## config.mk

```make
export PLATFORM = sky130hd
export DESIGN_NAME = mem_arbiter
export DESIGN_NICKNAME = d
export VERILOG_FILES = /design/src/rtl/mem_arbiter.sv
export SDC_FILE = /design/constraint.sdc
export NUM_CORES = 1
export LEC_CHECK = 0
export BUFFER_PORTS_ARGS = -buffer_cell sky130_fd_sc_hd__buf_2
export CAP_MARGIN = 20
export CELL_PAD_IN_SITES_DETAIL_PLACEMENT = 1
export CELL_PAD_IN_SITES_GLOBAL_PLACEMENT = 1
export CORE_ASPECT_RATIO = 0.9
export CORE_MARGIN = 5
export CORE_UTILIZATION = 15
export CTS_BUF_LIST = sky130_fd_sc_hd__clkbuf_8 sky130_fd_sc_hd__clkbuf_16
export CTS_CLUSTER_SIZE = 12
export DETAILED_ROUTE_END_ITERATION = 6
export GPL_TIMING_DRIVEN = 0
export MAX_ROUTING_LAYER = met4
export PLACE_DENSITY_LB_ADDON = 0.1
export SYNTH_ARGS = -nofsm -noshare
export SYNTH_HDL_FRONTEND = slang
export SYNTH_SLANG_ARGS = --single-unit
```

## constraint.sdc

```tcl
create_clock -name clk -period 2.3 [get_ports clk]
set_input_delay 0.115 -clock clk [delete_from_list [all_inputs] [get_ports clk]]
set_output_delay 0.115 -clock clk [all_outputs]
set_load 0.01 [all_outputs]
```

## src/rtl/mem_arbiter.sv

```systemverilog
// Unified-memory arbiter: data/fetch requesters share one memory port.
// Fixed data priority with a fetch starvation guard, one outstanding access.
module mem_arbiter #(
  parameter int DATA_WIDTH   = 32,
  parameter int ADDR_WIDTH   = 32,
  parameter int MEM_LATENCY  = 1,
  parameter int STARVE_LIMIT = 4
) (
  input  logic                  clk,
  input  logic                  rst,
  input  logic                  i_req_i,
  input  logic [ADDR_WIDTH-1:0] i_addr_i,
  output logic                  i_gnt_o,
  output logic                  i_rvalid_o,
  output logic [DATA_WIDTH-1:0] i_rdata_o,
  input  logic                  d_req_i,
  input  logic                  d_we_i,
  input  logic [ADDR_WIDTH-1:0] d_addr_i,
  input  logic [3:0]            d_be_i,
  input  logic [DATA_WIDTH-1:0] d_wdata_i,
  output logic                  d_gnt_o,
  output logic                  d_rvalid_o,
  output logic [DATA_WIDTH-1:0] d_rdata_o,
  output logic                  mem_req_o,
  output logic                  mem_we_o,
  output logic [ADDR_WIDTH-1:0] mem_addr_o,
  output logic [3:0]            mem_be_o,
  output logic [DATA_WIDTH-1:0] mem_wdata_o,
  input  logic [DATA_WIDTH-1:0] mem_rdata_i
);

  localparam int CW = (MEM_LATENCY > 1) ? $clog2(MEM_LATENCY) : 1;
  localparam int SW = $clog2(STARVE_LIMIT + 1);
  localparam logic [CW-1:0] CNT_LOAD   = CW'(MEM_LATENCY - 1);
  localparam logic [SW-1:0] STREAK_MAX = SW'(STARVE_LIMIT);

  typedef enum logic {
    IDLE = 1'b0,
    BUSY = 1'b1
  } state_e;

  state_e          state_q, state_d;
  logic [CW-1:0]   cnt_q, cnt_d;
  logic [SW-1:0]   streak_q, streak_d;
  logic            owner_q, owner_d;
  logic            we_q, we_d;

  logic            resp;
  logic            arb_en;
  logic            starve;
  logic            d_win;
  logic            i_win;

  // Response slot, arbitration window and winner selection.
  always_comb begin
    resp   = (state_q == BUSY) && (cnt_q == '0);
    arb_en = !rst && ((state_q == IDLE) || resp);
    starve = (streak_q == STREAK_MAX);
    d_win  = arb_en && d_req_i && (!i_req_i || !starve);
    i_win  = arb_en && i_req_i && !d_win;
  end

  // FSM state register.
  always_ff @(posedge clk or posedge rst) begin
    if (rst) begin
      state_q <= IDLE;
    end else begin
      state_q <= state_d;
    end
  end

  // FSM next state: a grant always opens a BUSY window.
  always_comb begin
    state_d = state_q;
    unique case (state_q)
      IDLE: begin
        if (d_win || i_win) state_d = BUSY;
      end
      BUSY: begin
        if (resp) state_d = (d_win || i_win) ? BUSY : IDLE;
      end
      default: state_d = IDLE;
    endcase
  end

  // Transaction bookkeeping registers.
  always_ff @(posedge clk or posedge rst) begin
    if (rst) begin
      cnt_q    <= '0;
      streak_q <= '0;
      owner_q  <= 1'b0;
      we_q     <= 1'b0;
    end else begin
      cnt_q    <= cnt_d;
      streak_q <= streak_d;
      owner_q  <= owner_d;
      we_q     <= we_d;
    end
  end

  // Latency count, owner capture and data-grant streak tracking.
  always_comb begin
    cnt_d    = cnt_q;
    owner_d  = owner_q;
    we_d     = we_q;
    streak_d = streak_q;
    if (d_win || i_win) begin
      cnt_d   = CNT_LOAD;
      owner_d = d_win;
      we_d    = d_win && d_we_i;
    end else if ((state_q == BUSY) && (cnt_q != '0)) begin
      cnt_d = cnt_q - 1'b1;
    end
    if (!i_req_i || i_win) begin
      streak_d = '0;
    end else if (d_win && !starve) begin
      streak_d = streak_q + 1'b1;
    end
  end

  // Outputs: memory strobe mirrors the winner, response routed to owner.
  always_comb begin
    i_gnt_o     = i_win;
    d_gnt_o     = d_win;
    mem_req_o   = d_win || i_win;
    mem_we_o    = 1'b0;
    mem_addr_o  = '0;
    mem_be_o    = 4'h0;
    mem_wdata_o = '0;
    i_rvalid_o  = resp && !owner_q;
    d_rvalid_o  = resp && owner_q;
    i_rdata_o   = '0;
    d_rdata_o   = '0;
    unique case (1'b1)
      d_win: begin
        mem_we_o    = d_we_i;
        mem_addr_o  = d_addr_i;
        mem_be_o    = d_be_i;
        mem_wdata_o = d_wdata_i;
      end
      i_win: begin
        mem_addr_o = i_addr_i;
        mem_be_o   = 4'hF;
      end
      default: ;
    endcase
    if (i_rvalid_o) i_rdata_o = mem_rdata_i;
    if (d_rvalid_o && !we_q) d_rdata_o = mem_rdata_i;
  end

endmodule

```

==> results.py <==
metrics = {
    "outcome": {
        "status": "finished, final reports clean",
    },
    "sta": {
        "hold_viol": 0,
        "final_max_slew_viol_count": 0,
        "finClkSkew_ns": 0.00434,
        "worstMarginPinSlew_ns": 0.622,
        "final.setup.worst_slack_ns": 0.173,
        "holdWs_ns": 0.140,
        "slew_headroom_pct": 58.4,
        "finalSetupViolations": 0,
        "post-route-period-util_pct": 92.5,
        "tns_ns": 0,
        "period_needed_ns": 2.13,
        "rsz0062_at_grt": "false",
        "max_freq_mhz": 470,
    },
    "synthesis": {
        "synth_warnings": 0,
        "ys_types": 24,
        "syn_area_mm2": 0.00141,
        "syn_inst": 188,
        "synth_fp_nets": 327,
        "ys_ff_latch": 7,
        "ys_seq_area_share_pct": 12.4,
        "synth_area_per_cell_um2": 7.49,
    },
    "placed_design": {
        "place_inst": 584,
        "port_buffers": 274,
        "globalplace.congestion": 0.805,
        "place_area_mm2": 0.00293,
        "place_hpwl_um": 8810,
        "dp_slack_ns": 0.400,
    },
    "die": {
        "die_area_mm2": 0.0114,
        "die_h_um": 102,
        "core-area_mm2": 0.00913,
        "die_width_um": 112,
        "initial_core_util_pct": 15.4,
        "boundaryPins": 275,
        "rows": 33,
    },
    "worst_hold_path": {
        "hp-class": "input port to flop",
    },
    "global_routing": {
        "grt_pass1_wl_um": 14100,
        "grt_overflow": 0,
        "antenna_found_initial": 0,
        "grt_pass1_vias": 2603,
        "grtUsageTotal_pct": 15.7,
        "grt_max_degree": 11,
    },
    "worst_setup_path": {
        "crit_path_start_kind": "flop",
        "arrival_ns": 2.01,
        "end_kind": "output pin",
        "cp_slowest_stage_delay_ns": 0.54,
        "required_ns": 2.18,
        "crit_type": "flop to output pin",
        "crit_chain": "inv_1 -> ha_1 -> nand2_1 -> a211oi_4 -> buf_6 -> a22o_1 -> buf_2",
        "cp_slowest_cell": "a211oi_4",
        "cp_max_fo": 10,
    },
    "run": {
        "max_cap_viol_count": 0,
    },
    "pwr": {
        "power_uw": 786,
        "leakagePower_nw": 1.98,
        "powerDensity_mw_per_mm2": 262,
        "vdd_drop_max_mv": 0.117,
    },
    "clock_network": {
        "clock_sinks": 7,
        "numCtsBuffers": 3,
        "cts-root-buf": "clkbuf_8",
        "cts_tree": "built",
        "cts.clk_slew.worst_paths_ns": 0.04,
        "h-tree-depth": 1,
        "clockBufferDepth": 2,
        "insertion_delay_ns": 0.23,
        "post_cts.repair.setup_buffers": 0,
    },
    "finish": {
        "final_area_mm2": 0.00299,
        "synthToLayoutAreaGrowth_pct": 113,
        "drive_above_1_share_pct": 62.3,
        "fillCellCount": 1219,
        "final_cells": 590,
        "final_util_pct": 32.8,
        "layout.nets": 607,
        "final_common_cell": "buf_2",
        "most-common-layout-cells": "278 x buf_2, 97 x and2_1, 33 x a22o_1, 7 x dfrtp_1",
    },
    "detailed_routing": {
        "routedWlPerCell_um": 16.6,
        "vias": 2410,
        "drtAntennaViolNets": 0,
        "initialDrtViolationCount": 100,
        "via_per_inst": 4.08,
        "wirelength_um": 9790,
        "drc": 0,
        "dr.pass1.iters": 4,
    },
}
-- registers in the layout, indices dropped and copies added (netlist names) --
signal    flops
cnt_q         1
state_q       1
streak_q      3
owner_q       1
we_q          1
-- layer usage --
layer  track usage, %  vias to the layer above  part of all wire (%)
met5                -                        -                     0
met4             2.13                        0                  0.15
met3             2.49                        2                   5.9
met2             29.7                      124                    55
met1             17.8                     1085                    39
li1                 -                     1199                     -
-- critical path: cells and delay by family (launching register included) --
family / cells / cell delay (ns)
AOI/OAI and AO/OA: 2 / 0.67
and+or+nand+nor: 1 / 0.13
adders and majority gates: 1 / 0.14
DFF: 1 / 0.40
buffers and inverters: 3 / 0.44
-- cell type report --
| cell class | count | area (um2) | area share [%] |
|---|---|---|---|
| repair buffers | 275 | 1380 | 46.1 |
| multi-input cells | 159 | 1120 | 37.3 |
| flip-flops and latches | 7 | 175 | 5.85 |
| well taps | 122 | 153 | 5.10 |
| plain buffers | 17 | 101 | 3.38 |
| clock buffers | 3 | 41.3 | 1.38 |
| inverters | 5 | 18.8 | 0.627 |
| clock inverters | 1 | 3.75 | 0.125 |
| diodes | 1 | 2.50 | 0.0836 |
-- synth_stat cells --
cell       count  area, um2
clkbuf_1       6       22.5
nand2_1        5       18.8
inv_1          4       15.0
a211oi_4       1       20.0
buf_2          4       20.0
dfrtp_1        7        175
o32ai_1        1       8.76
buf_4          2       15.0
nor3b_1        1       7.51
a21oi_1        1       5.00
a22o_1        33        289
o21ai_0        1       5.00
nand3_1        3       15.0
clkbuf_2       2       10.0
a21o_1         6       45.0
inv_2          1       3.75
and3b_1        4       35.0
o2111ai_1      1       8.76
ha_1           2       25.0
and2_1        97        607
o211a_1        1       10.0
o31ai_1        1       7.51
nor2b_1        1       6.26
buf_6          3       33.8
-- logic make-up (layout without fill, tap and decap cells) --
group	count (synthesis)	count (layout)	share of synthesized area, %
DFF	7	7	12.4
other	0	1	0
AOI/OAI and AO/OA	46	46	28.3
buffers and inverters	22	301	8.52
and+or+nand+nor	111	111	48.9
adders and majority gates	2	2	1.78
-- path summary, 6_finish.rpt --
kind / start / end / slack (ns) / cells past startpoint
setup / recovery: streak_q[0] / mem_addr_o[23] / 0.17 / 7
hold / removal: d_we_i / we_q / 0.14 / 2
setup reg to reg: streak_q[0] / we_q / 0.62 / 7
hold reg to reg: owner_q / owner_q / 0.50 / 1
max in group asynchronous: rst / we_q / 1.69 / 3
min in group asynchronous: rst / streak_q[1] / 0.39 / 3
-- timing repair --
| item | CTS | global route |
|---|---|---|
| resized for setup | 0 | 1 |
| endpoints found under the hold margin | 7 | 0 |
| endpoints found under the setup margin | 0 | 1 |
| hold buffers | 1 | 0 |
-- power by group --
group | switching [mW] | internal, mW
sequential | 0.00540 | 0.130
combinational | 0.237 | 0.244
clock | 0.0541 | 0.115
(Power assumes the default switching activity.)
